$ cat config.mk
export PLATFORM = sky130hd
export DESIGN_NAME = reg_file
export DESIGN_NICKNAME = d
export VERILOG_FILES = /design/src/rtl/reg_pkg.sv /design/src/rtl/reg_scoreboard.sv /design/src/rtl/reg_file.sv
export SDC_FILE = /design/constraint.sdc
export NUM_CORES = 1
export LEC_CHECK = 0
export BUFFER_PORTS_ARGS = -buffer_cell sky130_fd_sc_hd__buf_2
export CAP_MARGIN = 20
export CORE_MARGIN = 2
export CORE_UTILIZATION = 53
export CTS_CLUSTER_SIZE = 8
export DETAILED_ROUTE_END_ITERATION = 16
export PLACE_DENSITY_LB_ADDON = 0.05
export SETUP_SLACK_MARGIN = 0.3
export SYNTH_ARGS = -nofsm -noshare
export SYNTH_HDL_FRONTEND = slang
export SYNTH_HIERARCHICAL = 1
export SYNTH_SLANG_ARGS = --single-unit
$ cat constraint.sdc
create_clock -name clk -period 1.67 [get_ports clk]
set_input_delay 0.334 -clock clk [delete_from_list [all_inputs] [get_ports clk]]
set_output_delay 0.334 -clock clk [all_outputs]
set_load 0.1 [all_outputs]
$ cat src/rtl/reg_pkg.sv
// Shared register-file definitions: widths, reset value, address/data types
// and small decode helpers. Used by reg_file, its scoreboard, the downstream
// operand-select mux and the decoder.
// Optional build macro REG_FILE_R0_ZERO_EN makes r0 a constant-zero register.
package reg_pkg;

  localparam int REG_W      = 16;
  localparam int REG_CNT    = 8;
  localparam int REG_ADDR_W = 3;

  localparam logic [REG_W-1:0] REG_RST_VAL = 16'h0000;

  typedef logic [REG_ADDR_W-1:0] reg_addr_t;
  typedef logic [REG_W-1:0]      reg_data_t;
  typedef logic [REG_CNT-1:0]    reg_vec_t;

  // One write request as seen by the storage array
  typedef struct packed {
    logic      en;
    reg_addr_t addr;
    reg_data_t data;
  } reg_wr_t;

  // Expand a register address into a one-hot select vector
  function automatic reg_vec_t addr_onehot(input reg_addr_t addr);
    reg_vec_t vec;
    vec = '0;
    vec[addr] = 1'b1;
    return vec;
  endfunction

  // True when a write or lock to this address has any architectural effect
  function automatic logic addr_writable(input reg_addr_t addr);
`ifdef REG_FILE_R0_ZERO_EN
    return (addr != '0);
`else
    return (addr == addr) ? 1'b1 : 1'b0;
`endif
  endfunction

  // Select vector for an enabled request, masked by writability
  function automatic reg_vec_t req_select(input logic en, input reg_addr_t addr);
    if (en && addr_writable(addr)) begin
      return addr_onehot(addr);
    end
    return '0;
  endfunction

endpackage

$ cat src/rtl/reg_scoreboard.sv
// Pending-load scoreboard for the register file: one busy flag per register,
// set when a load is issued and cleared when its write-back lands, plus the
// sticky write-after-write hazard flag raised when the ALU port writes a
// register that still has a load in flight.
// With REG_FILE_R0_ZERO_EN defined, address 0 can never become busy and never
// raises the hazard flag.
module reg_scoreboard
  import reg_pkg::*;
(
  input  logic      clk,
  input  logic      rst_n,
  input  logic      lock_set,
  input  reg_addr_t lock_addr,
  input  logic      clr_en,
  input  reg_addr_t clr_addr,
  input  logic      wa_en,
  input  reg_addr_t wa_addr,
  output reg_vec_t  busy,
  output logic      waw_err
);

  reg_vec_t set_vec;
  reg_vec_t clr_vec;
  reg_vec_t busy_next;
  logic     waw_hit;

  // Next busy vector: clear the landing load first, then apply a new lock so a
  // back-to-back load to the same register keeps it busy
  always_comb begin
    set_vec   = req_select(lock_set, lock_addr);
    clr_vec   = clr_en ? addr_onehot(clr_addr) : '0;
    busy_next = (busy & ~clr_vec) | set_vec;
    waw_hit   = wa_en && busy[wa_addr] && addr_writable(wa_addr);
  end

  // Busy flags and sticky hazard flag; only reset clears the hazard
  always_ff @(posedge clk or negedge rst_n) begin
    if (!rst_n) begin
      busy    <= '0;
      waw_err <= 1'b0;
    end else begin
      busy <= busy_next;
      if (waw_hit) begin
        waw_err <= 1'b1;
      end
    end
  end

endmodule

$ cat src/rtl/reg_file.sv
// Architectural register file r0..r7 with two write-back sources:
//   port A - ALU result, unconditional when wa_en is high
//   port B - load result, valid/ready handshake, yields to port A when both
//            target the same register in the same cycle
// All eight registers are presented in parallel for the operand-select mux.
// There is no write-to-read bypass; forwarding belongs to the controller.
// Optional build macro REG_FILE_R0_ZERO_EN: r0 reads as constant zero, writes
// to address 0 are dropped (a port B transfer still completes) and address 0
// never becomes busy.
module reg_file
  import reg_pkg::*;
#(
  parameter int               WIDTH   = REG_W,
  parameter int               NREG    = REG_CNT,
  parameter logic [WIDTH-1:0] RST_VAL = REG_RST_VAL
) (
  input  logic             clk,
  input  logic             rst_n,
  input  logic             wa_en,
  input  logic [2:0]       wa_addr,
  input  logic [WIDTH-1:0] wa_data,
  input  logic             wb_valid,
  output logic             wb_ready,
  input  logic [2:0]       wb_addr,
  input  logic [WIDTH-1:0] wb_data,
  input  logic             lock_set,
  input  logic [2:0]       lock_addr,
  output logic [NREG-1:0]  busy,
  output logic             waw_err,
  output logic [WIDTH-1:0] r0,
  output logic [WIDTH-1:0] r1,
  output logic [WIDTH-1:0] r2,
  output logic [WIDTH-1:0] r3,
  output logic [WIDTH-1:0] r4,
  output logic [WIDTH-1:0] r5,
  output logic [WIDTH-1:0] r6,
  output logic [WIDTH-1:0] r7
);

  logic [WIDTH-1:0] regs [NREG];
  logic [NREG-1:0]  wa_sel;
  logic [NREG-1:0]  wb_sel;
  logic             wb_fire;
  reg_vec_t         sb_busy;

  // Port B stalls only when port A targets the same register this cycle
  assign wb_ready = !(wa_en && (wa_addr == wb_addr));
  assign wb_fire  = wb_valid && wb_ready;

  // Per-register write selects; port A and port B never select the same entry
  always_comb begin
    wa_sel = req_select(wa_en, wa_addr);
    wb_sel = req_select(wb_fire, wb_addr);
  end

  // Storage array; r0 resets to zero and is never written when hardwired
  always_ff @(posedge clk or negedge rst_n) begin
    if (!rst_n) begin
      for (int i = 0; i < NREG; i++) begin
        regs[i] <= RST_VAL;
      end
`ifdef REG_FILE_R0_ZERO_EN
      regs[0] <= '0;
`endif
    end else begin
      for (int i = 0; i < NREG; i++) begin
        if (wa_sel[i]) begin
          regs[i] <= wa_data;
        end else if (wb_sel[i]) begin
          regs[i] <= wb_data;
        end
      end
    end
  end

  reg_scoreboard u_scoreboard (
    .clk       (clk),
    .rst_n     (rst_n),
    .lock_set  (lock_set),
    .lock_addr (lock_addr),
    .clr_en    (wb_fire),
    .clr_addr  (wb_addr),
    .wa_en     (wa_en),
    .wa_addr   (wa_addr),
    .busy      (sb_busy),
    .waw_err   (waw_err)
  );

  assign busy = sb_busy;

  assign r0 = regs[0];
  assign r1 = regs[1];
  assign r2 = regs[2];
  assign r3 = regs[3];
  assign r4 = regs[4];
  assign r5 = regs[5];
  assign r6 = regs[6];
  assign r7 = regs[7];

endmodule

Word-level counts from Yosys, hierarchy flattened
Cells that the tools add are included.
{"block": "classes", "eq_ne": 1, "n_mux": 34, "n_reduce_logical": 15, "order_cmp": 6, "bitwise": 3}
{"operator": "16-bit two-way mux", "n": 16}
{"operator": "8-bit two-way mux", "n": 7}
{"operator": "2-bit nonzero test", "n": 8}
{"operator": "3-bit by 4-bit < comparator with 1-bit output (second input constant)", "n": 3}
{"operator": "1-bit demux with 3-bit select", "n": 3}
{"operator": "3-bit by 1-bit greater-or-equal comparator with 1-bit output (second input constant)", "n": 3}
{"operator": "8-bit AND", "n": 1}
{"operator": "8-bit inverter", "n": 1}
{"operator": "8-bit OR", "n": 1}
{"operator": "1-bit two-way mux", "n": 7}
{"operator": "1-bit logical AND", "n": 6}
{"operator": "1-bit binary-select mux with 3-bit select", "n": 1}
{"operator": "3-bit == test", "n": 1}
{"operator": "1-bit zero test", "n": 1}
{"block": "word_totals", "input_bits": 46, "reg_bits": 137, "word_cells": 69}

Longest topological paths before layout
Gate-level depths: netlist (run 1).
{"block": "logic_depth", "depth_word": 8, "depth_mapped": 7, "depth_no_buf": 6}

Hierarchy
Netlist (run 1), hierarchy kept.
{"module": "reg_file", "area_each_um2": 6577.6, "cells_per_inst": 647, "n_inst": 1}
{"module": "reg_scoreboard", "area_each_um2": 439.2, "cells_per_inst": 42, "n_inst": 1}

Worst setup path after synthesis (run 1)
OpenSTA, ideal clock, no wires.
{"block": "synth_timing", "path_type": "input port to flip-flop", "startpoint": "input wa_addr[1]", "endpoint": "register regs (netlist bit r1[10])", "slack_ns": -0.531, "stages": 6, "required_time_ns": 1.515, "arrival_time_ns": 2.047, "path_cell_list": "buf_2 -> xnor2_1 -> nand4_4 -> a31oi_4 -> buf_6 -> a221oi_2"}
{"block": "synth_between", "elab_chain_cells": 7, "word_cells_on_any_way": 15, "classes_between": "2 x order compare; 1 x eq/ne; 7 x mux; 5 x reduce/logical"}
{"item": "start: declaration", "line_no": "reg_file.sv:20", "source": "input logic [2:0] wa_addr,"}
{"item": "3-bit == test", "line_no": "reg_file.sv:47", "source": "assign wb_ready = !(wa_en && (wa_addr == wb_addr));"}
{"item": "1-bit logical AND", "line_no": "reg_file.sv:47"}
{"item": "1-bit zero test", "line_no": "reg_file.sv:47"}
{"item": "named net wb_ready", "line_no": "reg_file.sv:23", "source": "output logic wb_ready,"}
{"item": "1-bit logical AND", "line_no": "reg_file.sv:48", "source": "assign wb_fire = wb_valid && wb_ready;"}
{"item": "1-bit two-way mux", "line_no": "reg_pkg.sv:43", "source": "if (en && addr_writable(addr)) begin"}
{"item": "8-bit two-way mux", "line_no": "reg_pkg.sv:46", "source": "return '0;"}
{"item": "2-bit nonzero test (no source line)"}
{"item": "end signal: indexed assignment", "line_no": "reg_file.sv:68", "source": "regs[i] <= wa_data;"}
{"item": "end signal: indexed assignment", "line_no": "reg_file.sv:70", "source": "regs[i] <= wb_data;"}
{"item": "end: declaration", "line_no": "reg_file.sv:40", "source": "logic [WIDTH-1:0] regs [NREG];"}
The timed path passes the listed nets, and every way through them passes these cells. The select of a mux whose other input is x is not followed.
A chain may end at the register's enable or synchronous reset.

Worst setup path in the final report (run 1)
{"block": "layout_timing", "startpoint": "register u_scoreboard.busy[3]", "endpoint": "register u_scoreboard.waw_err"}
{"block": "layout_between", "elab_chain_cells": 3}
{"item": "start: declaration", "line_no": "reg_scoreboard.sv:18", "source": "output reg_vec_t busy,"}
{"item": "start signal: assignment", "line_no": "reg_scoreboard.sv:42", "source": "busy <= busy_next;"}
{"item": "1-bit binary-select mux with 3-bit select", "line_no": "reg_scoreboard.sv:33", "source": "waw_hit = wa_en && busy[wa_addr] && addr_writable(wa_addr);"}
{"item": "1-bit two-way mux (not written as such)", "line_no": "reg_scoreboard.sv:33"}
{"item": "1-bit logical AND", "line_no": "reg_scoreboard.sv:33"}
{"item": "end signal: assignment", "line_no": "reg_scoreboard.sv:40", "source": "waw_err <= 1'b0;"}
{"item": "end signal: assignment", "line_no": "reg_scoreboard.sv:44", "source": "waw_err <= 1'b1;"}
{"item": "end: declaration", "line_no": "reg_scoreboard.sv:19", "source": "output logic waw_err"}
Every way passes these cells. The select of a mux whose other input is x is not followed.

==> out/results.ini, run 1 <==
[clock_network]
clkSinkCount = 137
clkSlewWorstSetupHoldPaths_ns = 0.06
clkLatencyLatePin_ns = 0.42
clock_tree.htree_level_count = 4
tritoncts.num_buffers = 17
cts_tree = done
ctsLongestPathBuffers = 2
clock_tree_root_buffer_cell = sky130_fd_sc_hd__clkbuf_16

[sta]
post-route-worst-setup-slack_ns = 0.142
tightest_slew_ns = 0.660
final_min_period_over_clock_period_pct = 91.5
clock_skew_ns = 0.00200
slew_violations = 0
achievable-frequency_mhz = 654
max_slew_margin_pct = 55.8
hold-worst-slack_ns = 0.144
final_hold_viol_count = 0
unrepaired_setup_endpoints_after_global_routing = true
period_needed_ns = 1.53
setup_viol = 0

[critical_path]
critical_path_class = register to register
critical_path.top_delay_family = flip-flops
cp-start-kind = register
cp_num_buf_inv = 0
crit_path_cell_trace = mux4_2, or2_1, a41o_1
critPathSlowestCell = sky130_fd_sc_hd__dfrtp_4
critical_path_arrival_ns = 1.84
cp_slowest_stage_delay_ns = 0.50
timing.critical_path.to_type = register
worst_path_required_time_ns = 1.98
critical_path.max_fanout = 3

[logic_synthesis]
yosysSeqAreaShare_pct = 48.9
edff_count_synth = 0
synth_top_area_share_pct = 48.9
synth.area.top_cells = sky130_fd_sc_hd__dfrtp_1 49%, sky130_fd_sc_hd__a221oi_2 17%, sky130_fd_sc_hd__nor2_1 9.4%
synthCells = 689
netlist_top_cells_count = 175 x sky130_fd_sc_hd__nor2_1, 137 x sky130_fd_sc_hd__dfrtp_1, 129 x sky130_fd_sc_hd__inv_1
synth-seq-cells = 137
yosysMostFrequentCell = sky130_fd_sc_hd__nor2_1
netlist-cell-type-count = 35
avgSynthCellArea_sq_um = 10.2
cell_area_after_synthesis_sq_mm = 0.00702
ys.flop_type = sky130_fd_sc_hd__dfrtp_1
yosysWarningCount = 6
synth.largest_area_cell = sky130_fd_sc_hd__dfrtp_1
asyncSetResetFlopFracSynth_pct = 100
synth.net_count = 735

[floorplan]
die_width_um = 119
floorplan.initialDensity_pct = 53.6
chipHeight_um = 119
die_area_sq_mm = 0.0142
fp-row-count = 42
boundaryPins = 184
standard_cell_core_area_sq_mm = 0.0131

[placed_design]
placement.setup.worst_slack_ns = -0.335
hpwlAfterDp_um = 15600
port_buffers = 183
gp_congestion = 0.912

[power]
power_leakage_nw = 5.63
ir_worst_vdd_mv = 0.997
seqPwrFrac_pct = 25.7
power_dissipated_by_switching_net_loads_mw = 9.15
share_comb_of_total_power_pct = 55.2
clock_power_share_pct = 19.1
p_int_mw = 9.87
power_switching_share_pct = 48.1
cellPowerDensity_mw_per_mm2 = 1600

[routing]
drt_iter0_drc = 922
wl_um = 29200
drcViolationCount = 0
wl_per_cell_um = 25.5
ant_nets = 0
route.vias.total = 7175
drtPass1Iterations = 5
route.detailed.vias_per_inst = 6.26

[global_route]
grt_pass1_wl_um = 38200
grt.total_usage_pct = 35.2
grt_start_max_net_pins = 74
gr_overflow_total = 0
first_global_vias = 6934
grt_antenna_before_repair = 1

[final_layout]
post_route_cells_drive_above_1_share_pct = 47.6
syn2layout_area_growth_pct = 69.1
fin_nets = 1002

[worst_hold_path]
worstHoldPathType = input port to register

[status]
outcome = finished, final reports clean

[flow_run]
drv_cap = 0

-- cells by family after synthesis --
logic type | Yosys count | share of synthesized area (%)
and+or+nand+nor | 214 | 12.8
buffers and inverters | 177 | 10.4
AOI/OAI and AO/OA | 155 | 27.0
DFF | 137 | 48.9
xor gates and xnor gates | 3 | 0.375
muxes | 3 | 0.606
-- area by class of cell --
| type | instances | area, sq um |
|---|---|---|
| diodes | 1 | 2.50 |
| clock buffers | 24 | 482 |
| repair buffers | 296 | 4020 |
| inverters | 129 | 484 |
| multi-input cells | 375 | 3150 |
| well taps | 176 | 220 |
| clock inverters | 8 | 70.1 |
| fillers | 473 | 1220 |
| flip-flops and latches | 137 | 3440 |
-- power by group through the flow --
| stage | logic [mW] | registers (mW) | clock network (mW) |
|---|---|---|---|
| 2_1_floorplan | 1.52 | 9.46 | 0 |
| 3_3_place_gp | 7.83 | 4.47 | 0 |
| 3_5_place_dp | 7.90 | 4.50 | 0 |
| 4_1_cts | 9.42 | 4.72 | 3.57 |
| 5_1_grt | 10.7 | 4.92 | 3.77 |
| 6_report | 10.5 | 4.88 | 3.63 |
-- routing by layer --
metal	track usage [%]	vias to the layer above	share of wire [%]
met4	16.0	0	4.9
met5	0	-	0
li1	-	2919	-
met3	6.42	131	8.8
met1	43.4	3603	36
met2	60.2	522	50
-- worst register-to-register path, stage by stage (launching register included) --
cell and delay [ns]:
sky130_fd_sc_hd__dfrtp_4 0.50, sky130_fd_sc_hd__mux4_2 0.47, sky130_fd_sc_hd__or2_1 0.25, sky130_fd_sc_hd__a41o_1 0.19
-- repair_timing --
action	in CTS	in global routing
setup endpoints to repair	237	185
endpoints found under the hold margin	52	0
hold buffers	1	0
cloned	0	2
resized for setup	410	148
buffers inserted	17	39
pin swaps	6	9
-- registers in the layout, indices dropped and copies added, names as in the netlist --
name	count
r0	16
r1	16
r2	16
r3	16
r4	16
r5	16
r6	16
r7	16
u_scoreboard/busy	8
u_scoreboard/waw_err	1
-- placed cells by master (no fill, tap or decap), types with 5 or more instances in the layout --
cell type | netlist | routed
sky130_fd_sc_hd__dfrtp_1 | 137 | 130
sky130_fd_sc_hd__buf_6 | 5 | 24
sky130_fd_sc_hd__nor2_2 | 0 | 6
sky130_fd_sc_hd__buf_12 | 0 | 130
sky130_fd_sc_hd__a221oi_2 | 80 | 101
sky130_fd_sc_hd__clkbuf_16 | 0 | 19
sky130_fd_sc_hd__a31oi_4 | 5 | 5
sky130_fd_sc_hd__buf_8 | 0 | 18
sky130_fd_sc_hd__inv_1 | 129 | 128
sky130_fd_sc_hd__clkinv_2 | 0 | 5
sky130_fd_sc_hd__nand2_1 | 10 | 10
sky130_fd_sc_hd__dfrtp_2 | 0 | 5
sky130_fd_sc_hd__nand3_1 | 6 | 6
sky130_fd_sc_hd__buf_2 | 7 | 38
sky130_fd_sc_hd__nand2b_1 | 8 | 7
sky130_fd_sc_hd__nor2_1 | 175 | 167
sky130_fd_sc_hd__buf_4 | 5 | 83
sky130_fd_sc_hd__a221oi_1 | 48 | 25
sky130_fd_sc_hd__o21ai_0 | 12 | 12
-- stage by stage --
step                TNS [ns]  power [mW]  std cells  util [%]  instance area (sq um)
detailed placement    -27.40        12.4       1054      66.2                   8660
global route               0        19.4       1145      90.6                  11900
floorplan             -46.80        11.0        689         -                   7200
CTS                        0        17.7       1104      83.0                  10900
global placement      -22.46        12.3       1054      66.2                   8660
finish                     0        19.0       1146      90.7                  11900
-- worst paths after layout --
path                       cells after the start  slack, ns                               end                              from
setup / recovery                               3       0.14  u_scoreboard/waw_err$_DFFE_PN0P_    u_scoreboard/busy[3]$_DFF_PN0_
hold / removal                                 2       0.14    u_scoreboard/busy[1]$_DFF_PN0_                      lock_addr[1]
setup reg to reg                               3       0.14  u_scoreboard/waw_err$_DFFE_PN0P_    u_scoreboard/busy[3]$_DFF_PN0_
hold reg to reg                                1       0.52  u_scoreboard/waw_err$_DFFE_PN0P_  u_scoreboard/waw_err$_DFFE_PN0P_
max in group asynchronous                      3       0.74                 r1[3]$_DFFE_PN0P_                             rst_n
min in group asynchronous                      2       0.29                 r6[9]$_DFFE_PN0P_                             rst_n
Power figures use the tool's default switching activity.
==> run 2: changes to the inputs <==
--- a/config.mk
+++ b/config.mk
@@ -5,11 +5,11 @@
 export SDC_FILE = /design/constraint.sdc
 export NUM_CORES = 1
 export LEC_CHECK = 0
+export ABC_CLOCK_PERIOD_IN_PS = 1670
 export BUFFER_PORTS_ARGS = -buffer_cell sky130_fd_sc_hd__buf_2
 export CAP_MARGIN = 20
 export CORE_MARGIN = 2
 export CORE_UTILIZATION = 53
-export CTS_CLUSTER_SIZE = 8
 export DETAILED_ROUTE_END_ITERATION = 16
 export PLACE_DENSITY_LB_ADDON = 0.05
 export SETUP_SLACK_MARGIN = 0.3
==> constraint.sdc (replaced) <==
create_clock -name clk -period 1.67 [get_ports clk]
set_input_delay 0.334 -clock clk [delete_from_list [all_inputs] [get_ports clk]]
set_output_delay 0.334 -clock clk [all_outputs]
set_load 0.02 [all_outputs]
==> run 2 against run 1 <==
  * Sequential share of layout area rose by 6.2 points
  * Critical path depth unchanged
  * Sequential power shrank 8.0%
  * Via count is 12% lower
  * Utilization down 16 points
  * Die area unchanged
  * Worst hold slack worse by 0.0055 ns
  * Fmax is 10% higher
  * Combinational power shrank 64%
  * Register-to-register slack improved by 0.14 ns
  * Critical endpoint unchanged
  * Largest power group is now registers
==> out/results.ini, run 2 (synthesized netlist as in run 1, its figures left out) <==
[floorplan]
floorplan.initialDensity_pct = 53.6
standard_cell_core_area_sq_mm = 0.0131
die_width_um = 119
die_area_sq_mm = 0.0142
fp-row-count = 42
boundaryPins = 184
chipHeight_um = 119

[worst_hold_path]
hold_startpoint = lock_addr[1]
worstHoldPathType = input port to register
number_of_cells_on_the_worst_hold_path = 2
hold_path_end = u_scoreboard/busy[1]$_DFF_PN0_

[placed_design]
placement.cell_area_sq_mm = 0.00889
gp_congestion = 0.885
hpwlAfterDp_um = 16000
port_buffers = 183

[critical_path]
cp_slowest_stage_delay_ns = 0.47
critical_path_class = register to register
critical_path.reg2reg.endpoint = u_scoreboard/waw_err$_DFFE_PN0P_
critPathSlowestCell = sky130_fd_sc_hd__mux4_2
cp-start-kind = register
timing.critical_path.to_type = register
worst_path_required_time_ns = 1.99
critical_path_arrival_ns = 1.70
reg2reg_from = u_scoreboard/busy[3]$_DFF_PN0_
critical_path.max_fanout = 3
reg2regPathDepth = 3
crit_path_cell_trace = mux4_2, or2_1, a41o_1
ff2ff_setup_slack_ns = 0.29

[sta]
hold-worst-slack_ns = 0.138
final_min_period_over_clock_period_pct = 82.9
unrepaired_setup_endpoints_after_global_routing = true
period_needed_ns = 1.38
setup_viol = 0
final_hold_viol_count = 0
max_slew_margin_pct = 60.9
achievable-frequency_mhz = 722
slew_violations = 0
tightest_slew_ns = 0.585
clock_skew_ns = 0.00141

[final_layout]
post_route_cells_drive_above_1_share_pct = 44.5
most_frequent_cells_in_the_layout = 174 x sky130_fd_sc_hd__nor2_1, 168 x sky130_fd_sc_hd__buf_2, 133 x sky130_fd_sc_hd__dfrtp_1
fin_nets = 971
layout.cells.most_common = sky130_fd_sc_hd__nor2_1
syn2layout_area_growth_pct = 38.9
n_fill_cell = 947
area_of_all_placed_cells_without_fillers_sq_mm = 0.00975
antennaDiodeCount = 0

[global_route]
grt.total_usage_pct = 31.5
first_global_vias = 6370
grt_start_max_net_pins = 33
grt_pass1_wl_um = 33900
grt_antenna_before_repair = 0
gr_overflow_total = 0

[power]
share_comb_of_total_power_pct = 31.2
clock_power_share_pct = 31.8
power_switching_share_pct = 34.1
ir_worst_vdd_mv = 0.735
seqPwrFrac_pct = 37.1
p_int_mw = 7.97
power_leakage_nw = 4.72
cellPowerDensity_mw_per_mm2 = 1240
power_dissipated_by_switching_net_loads_mw = 4.13

[clock_network]
clock_tree_root_buffer_cell = sky130_fd_sc_hd__clkbuf_16
clock_tree.htree_level_count = 4
clkSinkCount = 137
clkSlewWorstSetupHoldPaths_ns = 0.06
cts_tree = done
tritoncts.num_buffers = 17
ctsLongestPathBuffers = 2
clkLatencyLatePin_ns = 0.43

[routing]
wl_um = 21800
routed-wl-met3_um = 1420
drcViolationCount = 0
route.detailed.vias_per_inst = 5.65
route.vias.total = 6291
drt_iter0_drc = 579
route.top_layer_used = met4
ant_nets = 0
drtPass1Iterations = 6
wl_per_cell_um = 19.6
routedLengthMet1_um = 8900
met2RoutedLength_um = 10800

[flow_run]
drv_cap = 0

[status]
outcome = finished, final reports clean

-- run 2: changes by cell type in the layout (fill, tap and decap cells not counted), moves of 3 or more --
| cell | previous run | this run |
|---|---|---|
| sky130_fd_sc_hd__dfrtp_1 | 130 | 133 |
| sky130_fd_sc_hd__clkbuf_1 | 4 | 1 |
| sky130_fd_sc_hd__buf_12 | 130 | 24 |
| sky130_fd_sc_hd__buf_6 | 24 | 13 |
| sky130_fd_sc_hd__buf_8 | 18 | 0 |
| sky130_fd_sc_hd__buf_2 | 38 | 168 |
| sky130_fd_sc_hd__clkinv_2 | 5 | 1 |
| sky130_fd_sc_hd__buf_4 | 83 | 58 |
| sky130_fd_sc_hd__nor2_1 | 167 | 174 |
| sky130_fd_sc_hd__clkinv_4 | 0 | 5 |
| sky130_fd_sc_hd__nor2_2 | 6 | 0 |
| sky130_fd_sc_hd__clkbuf_8 | 3 | 0 |
-- run 2: worst max-delay path by stage --
stage | startpoint | endpoint | slack (ns) | cells after the start
4_1_cts | wb_addr[0] | wb_ready | 0.26 | 5
2_1_floorplan | wb_addr[2] | r1[10]$_DFFE_PN0P_ | -0.08 | 6
3_5_place_dp | wb_addr[0] | r2[1]$_DFFE_PN0P_ | -0.33 | 4
5_1_grt | u_scoreboard/busy[3]$_DFF_PN0_ | u_scoreboard/waw_err$_DFFE_PN0P_ | 0.26 | 3
6_report | u_scoreboard/busy[3]$_DFF_PN0_ | u_scoreboard/waw_err$_DFFE_PN0P_ | 0.29 | 3
3_3_place_gp | wb_addr[0] | r2[2]$_DFFE_PN0P_ | -0.25 | 4
-- run 2: layer usage --
metal	global-route usage, %	up-vias
met3	6.37	60
met5	0	-
met1	41.2	3096
met4	13.4	0
met2	51.0	282
li1	-	2853
-- run 2: final cells by class --
type	count	area [sq um]	area share [%]
Clock buffer	18	429	4.40
Clock inverter	13	171	1.76
Inverter	129	484	4.97
Multi-Input combinational cell	375	3070	31.5
Sequential cell	137	3430	35.2
Tap cell	176	220	2.26
Timing Repair Buffer	265	1940	19.9
-- run 2: critical path, delay by kind of cell, from the launching register on --
family / cells / cell delay, ns
multiplexers: 1 / 0.47
flip-flops: 1 / 0.41
AND/OR/NAND/NOR: 1 / 0.22
AO/OA/AOI/OAI: 1 / 0.18
-- run 2: repair_timing --
| item | CTS | global route |
|---|---|---|
| cloned | 1 | 0 |
| buffers inserted | 5 | 3 |
| hold buffers | 1 | 0 |
| pin swaps | 4 | 5 |
| hold endpoints to repair | 23 | 0 |
| resized for setup | 21 | 16 |
| endpoints found under the setup margin | 26 | 45 |
-- run 2: power by group through the flow --
stage | combinational (mW) | sequential [mW] | clock [mW]
6_report | 3.77 | 4.49 | 3.84
4_1_cts | 3.75 | 4.47 | 3.87
5_1_grt | 4.03 | 4.55 | 4.02
2_1_floorplan | 1.52 | 5.27 | 0
3_5_place_dp | 3.67 | 4.51 | 0
3_3_place_gp | 3.60 | 4.48 | 0
-- run 2: per-stage QoR --
step / worst slack, ns / instances / util, % / setup TNS, ns / total power [mW]
final: 0.285 / 1113 / 74.5 / 0 / 12.1
after floorplan: -0.0756 / 689 / - / -5.33 / 6.79
after detailed placement: -0.326 / 1072 / 67.9 / -7.86 / 8.18
after global routing: 0.258 / 1113 / 74.5 / 0 / 12.6
after global placement: -0.249 / 1072 / 67.9 / -5.13 / 8.08
after CTS: 0.260 / 1110 / 73.9 / 0 / 12.1
